`config.mk`:
```
export PLATFORM = sky130hd
export DESIGN_NAME = hilbert_seq
export DESIGN_NICKNAME = d
export VERILOG_FILES = /design/src/rtl/hilbert_seq.sv
export SDC_FILE = /design/constraint.sdc
export NUM_CORES = 1
export LEC_CHECK = 0
export ABC_AREA = 1
export BUFFER_PORTS_ARGS = -buffer_cell sky130_fd_sc_hd__buf_2
export CAP_MARGIN = 20
export CORE_ASPECT_RATIO = 1.2
export CORE_UTILIZATION = 39
export CTS_CLUSTER_SIZE = 10
export DETAILED_ROUTE_END_ITERATION = 7
export GPL_ROUTABILITY_DRIVEN = 0
export PLACE_DENSITY = 0.59
export SLEW_MARGIN = 10
export SYNTH_ARGS = -nofsm -noshare
export SYNTH_HDL_FRONTEND = slang
export SYNTH_SLANG_ARGS = --single-unit
```
`constraint.sdc`:
```
create_clock -name clock -period 3.5 [get_ports clock]
set_input_delay 0.35 -clock clock [delete_from_list [all_inputs] [get_ports clock]]
set_output_delay 0.35 -clock clock [all_outputs]
set_load 0.1 [all_outputs]
```
`src/rtl/hilbert_seq.sv`:
```
// hilbert_seq: run sequencer and valid/ready output scheduler for the Hilbert FIR datapath
module hilbert_seq #(
    parameter int CADENCE = 20,
    parameter int ORDER   = 4,
    parameter int DW      = 13
) (
    input  logic          clock,
    input  logic          reset,
    input  logic          start,
    input  logic          stop,
    input  logic [DW-1:0] re_in,
    input  logic [DW-1:0] im_in,
    output logic          fir_step,
    output logic          fir_clear,
    output logic [DW-1:0] out_re,
    output logic [DW-1:0] out_im,
    output logic          out_valid,
    input  logic          out_ready,
    output logic          busy,
    output logic          primed,
    output logic          overrun,
    output logic [7:0]    overrun_cnt,
    input  logic          clr_overrun
);
    localparam int FW = $clog2(ORDER + 1);
    typedef enum logic [1:0] {IDLE, FLUSH, FILL, RUN} state_t;
    state_t        state_q, state_d;
    logic [7:0]    cnt_q, cnt_d;
    logic [FW-1:0] fill_cnt_q, fill_cnt_d;
    logic          step_dly_q, step_dly_d;
    logic          out_valid_q, out_valid_d;
    logic [DW-1:0] out_re_q, out_re_d, out_im_q, out_im_d;
    logic          overrun_q, overrun_d;
    logic [7:0]    overrun_cnt_q, overrun_cnt_d;
    logic          active, offer, take, drop;
    always_comb begin
        active     = state_q == FILL || state_q == RUN;
        fir_step   = active && cnt_q == 8'd0 && !stop;
        fir_clear  = state_q == FLUSH;
        busy       = state_q != IDLE;
        primed     = state_q == RUN;
        offer      = step_dly_q && state_q == RUN && !stop;
        take       = offer && (!out_valid_q || out_ready);
        drop       = offer && out_valid_q && !out_ready;
        state_d    = state_q;
        cnt_d      = cnt_q;
        fill_cnt_d = fill_cnt_q;
        step_dly_d = fir_step;
        if (stop) begin
            state_d = IDLE;
        end else if (state_q == IDLE) begin
            state_d = start ? FLUSH : IDLE;
        end else if (state_q == FLUSH) begin
            state_d    = FILL;
            cnt_d      = 8'(CADENCE - 1);
            fill_cnt_d = '0;
        end else begin
            cnt_d = cnt_q == 8'd0 ? 8'(CADENCE - 1) : cnt_q - 8'd1;
            // The ORDER-th step primes the pipeline and enters RUN on the same edge.
            if (state_q == FILL && fir_step) begin
                fill_cnt_d = fill_cnt_q + FW'(1);
                state_d    = fill_cnt_q == FW'(ORDER - 1) ? RUN : FILL;
            end
        end
        out_valid_d   = take ? 1'b1 : (out_valid_q && out_ready) ? 1'b0 : out_valid_q;
        out_re_d      = take ? re_in : out_re_q;
        out_im_d      = take ? im_in : out_im_q;
        overrun_d     = clr_overrun ? 1'b0 : overrun_q | drop;
        overrun_cnt_d = clr_overrun ? 8'd0 :
                        (drop && overrun_cnt_q != 8'hff) ? overrun_cnt_q + 8'd1 : overrun_cnt_q;
    end
    always_ff @(posedge clock or posedge reset) begin
        if (reset) begin
            state_q       <= IDLE;
            cnt_q         <= 8'(CADENCE - 1);
            fill_cnt_q    <= '0;
            step_dly_q    <= 1'b0;
            out_valid_q   <= 1'b0;
            out_re_q      <= '0;
            out_im_q      <= '0;
            overrun_q     <= 1'b0;
            overrun_cnt_q <= 8'd0;
        end else begin
            state_q       <= state_d;
            cnt_q         <= cnt_d;
            fill_cnt_q    <= fill_cnt_d;
            step_dly_q    <= step_dly_d;
            out_valid_q   <= out_valid_d;
            out_re_q      <= out_re_d;
            out_im_q      <= out_im_d;
            overrun_q     <= overrun_d;
            overrun_cnt_q <= overrun_cnt_d;
        end
    end
    assign out_valid   = out_valid_q;
    assign out_re      = out_re_q;
    assign out_im      = out_im_q;
    assign overrun     = overrun_q;
    assign overrun_cnt = overrun_cnt_q;
endmodule
```
==> results.md <==
- The count of non-filler cells in the finished layout is 455.
- The number of global-route vias before repair is 1889.
- The horizontal die dimension is 73.72 µm.
- The fraction of layout instances using a drive strength above 1 is 24.66%.
- The initialized floorplan defines 31 standard-cell rows.
- The count of port buffers added during placement is 71.
- Setup repair after global routing left no endpoint under its margin.
- The number of buffers inserted by hold repair at cts is 0.
- The kind of cell adding the most delay to the critical path is buffers and inverters.
- After synthesis, flip-flops and latches occupy 52.13% of the total area.
- The number of levels in the clock H-tree is 2.
- The final wirelength is 5139 µm.
- The buffer type at the clock tree root is sky130_fd_sc_hd__clkbuf_8.
- The overall overflow remaining after global route is 0.
- The initial utilization of the core area, before any placement, comes to 40.04%.
- The sort of element at the start of the critical path is a flip-flop.
- The count of antenna-violating nets left after detailed routing is 0.
- Data on the critical path arrives at its endpoint at 1720 ps.
- The leakage power is 1.821 nW.
- The worst hold-check path type is in -> async.
- The top cell type by area accounts for 48.86% of the synthesized area.
- The top routing layer in use is met4.
- Counting flops and latches in the post-synthesis netlist gives 50.
- Yosys mapped the design onto 24 distinct sky130hd cell types.
- Post-CTS timing repair inserted 0 buffers for setup.
- The total number of vias is 2066.
- The max-slew violation total from the final report is 0.
- The buffer and inverter count on the worst path is 4.
- Clock tree synthesis inserted a total of 5 buffers.
- The largest individual stage delay along the critical path comes from the cell sky130_fd_sc_hd__buf_2.
- The floorplan step set the die height to 88.07 µm.
- The final layout contains 409 nets.
- Counting flops with a built-in enable in the synthesized netlist gives 0.
- Dividing total power by cell area gives a power density of 472.5 nW/µm².
- Entering global routing, the biggest net connects 51 pins.
- The highest attainable clock frequency is 482.1 MHz.
- Synthesis produced a netlist whose cell count is 299.
- In this run the tightest slew margin relative to its limit is 66.38%.
- Counting every net in the synthesized netlist gives 336.
- The flow ran to the end, and the final reports show no timing, DRC or antenna violations.
- The routed length per placed instance is 11.29 µm.
- Across the run, the number of max-cap violations was 0.
- The transition time of the tightest slew-check pin is 502.5 ps.
- Pin placement for this block handled 72 I/O pins.
- In this run the standard cell core region covers 6012 µm².
- The antenna diode instance count is 0.
- Dividing the detail-routed via count by the number of cells gives 4.541.
- The cell that appears most often on the critical path is sky130_fd_sc_hd__inv_1.
- The highest cell delay on the worst timing path is 420 ps.
- The average cell area after synthesis is 8.051 µm².
- Across the VDD grid, the largest voltage drop is 227.6 µV.
- The total of cells resized after clock tree synthesis is 0.
- The netlist area before placement is 2407 µm².
- The type of the worst setup path is reg -> out.
- The first-pass GRT wire length is 8583 µm.
- The detailed placer's ending HPWL is 3625 µm.
- For this block, the initial DRC count from the detailed router was 84.
- Once placement completed, the tool counted placed cells totaling 446.
- The met3 wire length is 311 µm.
- The share of async-settable or async-resettable flops after synthesis is 100.0%.
- The first-pass iteration count of the detailed router is 4.
- TritonCTS built the clock tree.
- Clock tree synthesis found a total of 50 sinks.
- Traced cell by cell, the critical path runs through inv_1 -> ha_1 -> inv_1 -> nor2_1 -> nand3_1 -> inv_1 -> buf_2.
- Once layout is complete, the utilization of the core stands at 49.47%.
- The accumulated negative setup slack is 0 ps.
- The area enclosed by the die boundary is 6492 µm².
- The global-route usage over all layers is 17.08%.
- The detailed-route wire length on metal 1 is 2501 µm.
- The worst path uses 59.26% of the clock period.
- The wire length on met2 is 2265 µm.
- The initial antenna violation count came to 0.
- The clock latency on the worst-skew pair is 300 ps.
- Subtracting the final worst setup slack from the clock period gives 2074 ps.
- Yosys attributes the largest share of cell area to sky130_fd_sc_hd__dfrtp_1, sky130_fd_sc_hd__nand2_1, sky130_fd_sc_hd__nand3_1.
- The synthesis-to-layout area growth is 23.54%.
- The final count of hold timing violations is 0.
- The element type at the critical path end is a primary output.
- The most used flip-flop cell after synthesis is sky130_fd_sc_hd__dfrtp_1.
- The Yosys step of the flow raised 0 warnings.
- The peak fanout along the critical path is 4.
- Setup violations remaining at the end of the flow were counted as 0.
- The number of buffers on the longest clock path is 2.
- The cell type with the largest total area after synthesis is sky130_fd_sc_hd__dfrtp_1.
- The DRC violations left is 0.
- The required time reported for the critical path endpoint is 3150 ps.
- The final setup skew is 4.483 ps.
- The clock slew seen by the registers of the worst setup and hold paths is 90 ps.
-- synthesized netlist by cell type, types with 3 or more instances --
| cell type | instances |
|---|---|
| sky130_fd_sc_hd__nand2_1 | 113 |
| sky130_fd_sc_hd__dfrtp_1 | 47 |
| sky130_fd_sc_hd__nand3_1 | 44 |
| sky130_fd_sc_hd__inv_1 | 30 |
| sky130_fd_sc_hd__nor2_1 | 24 |
| sky130_fd_sc_hd__ha_1 | 5 |
| sky130_fd_sc_hd__buf_2 | 4 |
| sky130_fd_sc_hd__nand4_1 | 4 |
| sky130_fd_sc_hd__xor2_1 | 4 |
| sky130_fd_sc_hd__dfstp_2 | 3 |
-- cell families after synthesis --
family	synth area share [%]
adders and majority gates	2.599
and+or+nand+nor	35.97
AOI/OAI and AO/OA	1.715
buffers and inverters	6.133
xor gates and xnor gates	1.455
DFF	52.13
-- state kept, by name (all words and copies together) (netlist names) --
signal       count
overrun          1
overrun_cnt      8
fill_cnt_q       3
state_q          2
out_valid        1
out_re          13
step_dly_q       1
out_im          13
cnt_q            8
-- worst reg2reg max path: cells and delay by family (launching register included) --
family | cells | cell delay (ps)
AND/OR/NAND/NOR | 5 | 1130
flip-flops | 1 | 470
-- final cells by class --
cell class,instances,area [µm²]
clock inverters,1,30.03
inverters,32,120.1
clock buffers,7,86.33
flip-flops and latches,50,1255
well taps,82,102.6
multi-input cells,211,1005
fillers,619,3038
repair buffers,72,375.4
-- routing by layer --
| metal | vias to the layer above | track usage (%) |
|---|---|---|
| met5 | - | 0 |
| met2 | 48 | 26.44 |
| li1 | 1080 | - |
| met1 | 933 | 23.45 |
| met4 | 0 | 4.720 |
| met3 | 5 | 4.718 |
-- report_power, final --
part           total (mW)  internal (mW)  switching [mW]
combinational       0.297         0.0995           0.197
clock               0.417          0.233           0.184
sequential          0.692          0.650          0.0416
total                1.41          0.983           0.422
-- placed cells by master, fill, tap and decap left out --
master / n
sky130_fd_sc_hd__a21oi_1: 2
sky130_fd_sc_hd__a22oi_1: 1
sky130_fd_sc_hd__a31oi_1: 1
sky130_fd_sc_hd__buf_12: 1
sky130_fd_sc_hd__buf_2: 71
sky130_fd_sc_hd__bufinv_16: 1
sky130_fd_sc_hd__clkbuf_1: 1
sky130_fd_sc_hd__clkbuf_8: 6
sky130_fd_sc_hd__dfrtp_1: 47
sky130_fd_sc_hd__dfstp_2: 3
sky130_fd_sc_hd__ha_1: 5
sky130_fd_sc_hd__inv_1: 29
sky130_fd_sc_hd__inv_2: 3
sky130_fd_sc_hd__nand2_1: 113
sky130_fd_sc_hd__nand2_2: 2
sky130_fd_sc_hd__nand2_4: 1
sky130_fd_sc_hd__nand3_1: 44
sky130_fd_sc_hd__nand3b_1: 2
sky130_fd_sc_hd__nand4_1: 4
sky130_fd_sc_hd__nor2_1: 24
sky130_fd_sc_hd__nor2_4: 2
sky130_fd_sc_hd__nor2_8: 2
sky130_fd_sc_hd__nor3_1: 1
sky130_fd_sc_hd__o21ai_0: 1
sky130_fd_sc_hd__o21ai_1: 1
sky130_fd_sc_hd__o21bai_1: 1
sky130_fd_sc_hd__xor2_1: 4
-- final timing paths --
path	start	end	slack (ps)	depth (start not counted)
max in group asynchronous	reset	cnt_q[4]$_DFFE_PP1P_	2850	3
hold reg to reg	out_im[1]$_DFFE_PP0P_	out_im[1]$_DFFE_PP0P_	480	2
setup / recovery	cnt_q[0]$_DFFE_PP1P_	fir_step	1430	7
min in group clock	clr_overrun	overrun$_DFF_PP0_	270	2
setup reg to reg	state_q[1]$_DFFE_PP0P_	out_im[7]$_DFFE_PP0P_	1800	5
hold / removal	reset	overrun_cnt[3]$_DFFE_PP0P_	60	2
-- metrics by stage --
step	hold WS [ps]	power [mW]	instance area, µm²	worst slack, ps
5_1_grt	108.4	1.498	2974	1301
6_report	64.29	1.405	2974	1426
4_1_cts	257.6	1.423	2954	1415
2_1_floorplan	413.1	0.9238	2407	1116
3_5_place_dp	455.1	1.002	2838	1737
3_3_place_gp	449.9	0.9914	2838	1731
(Power assumes the default switching activity.)
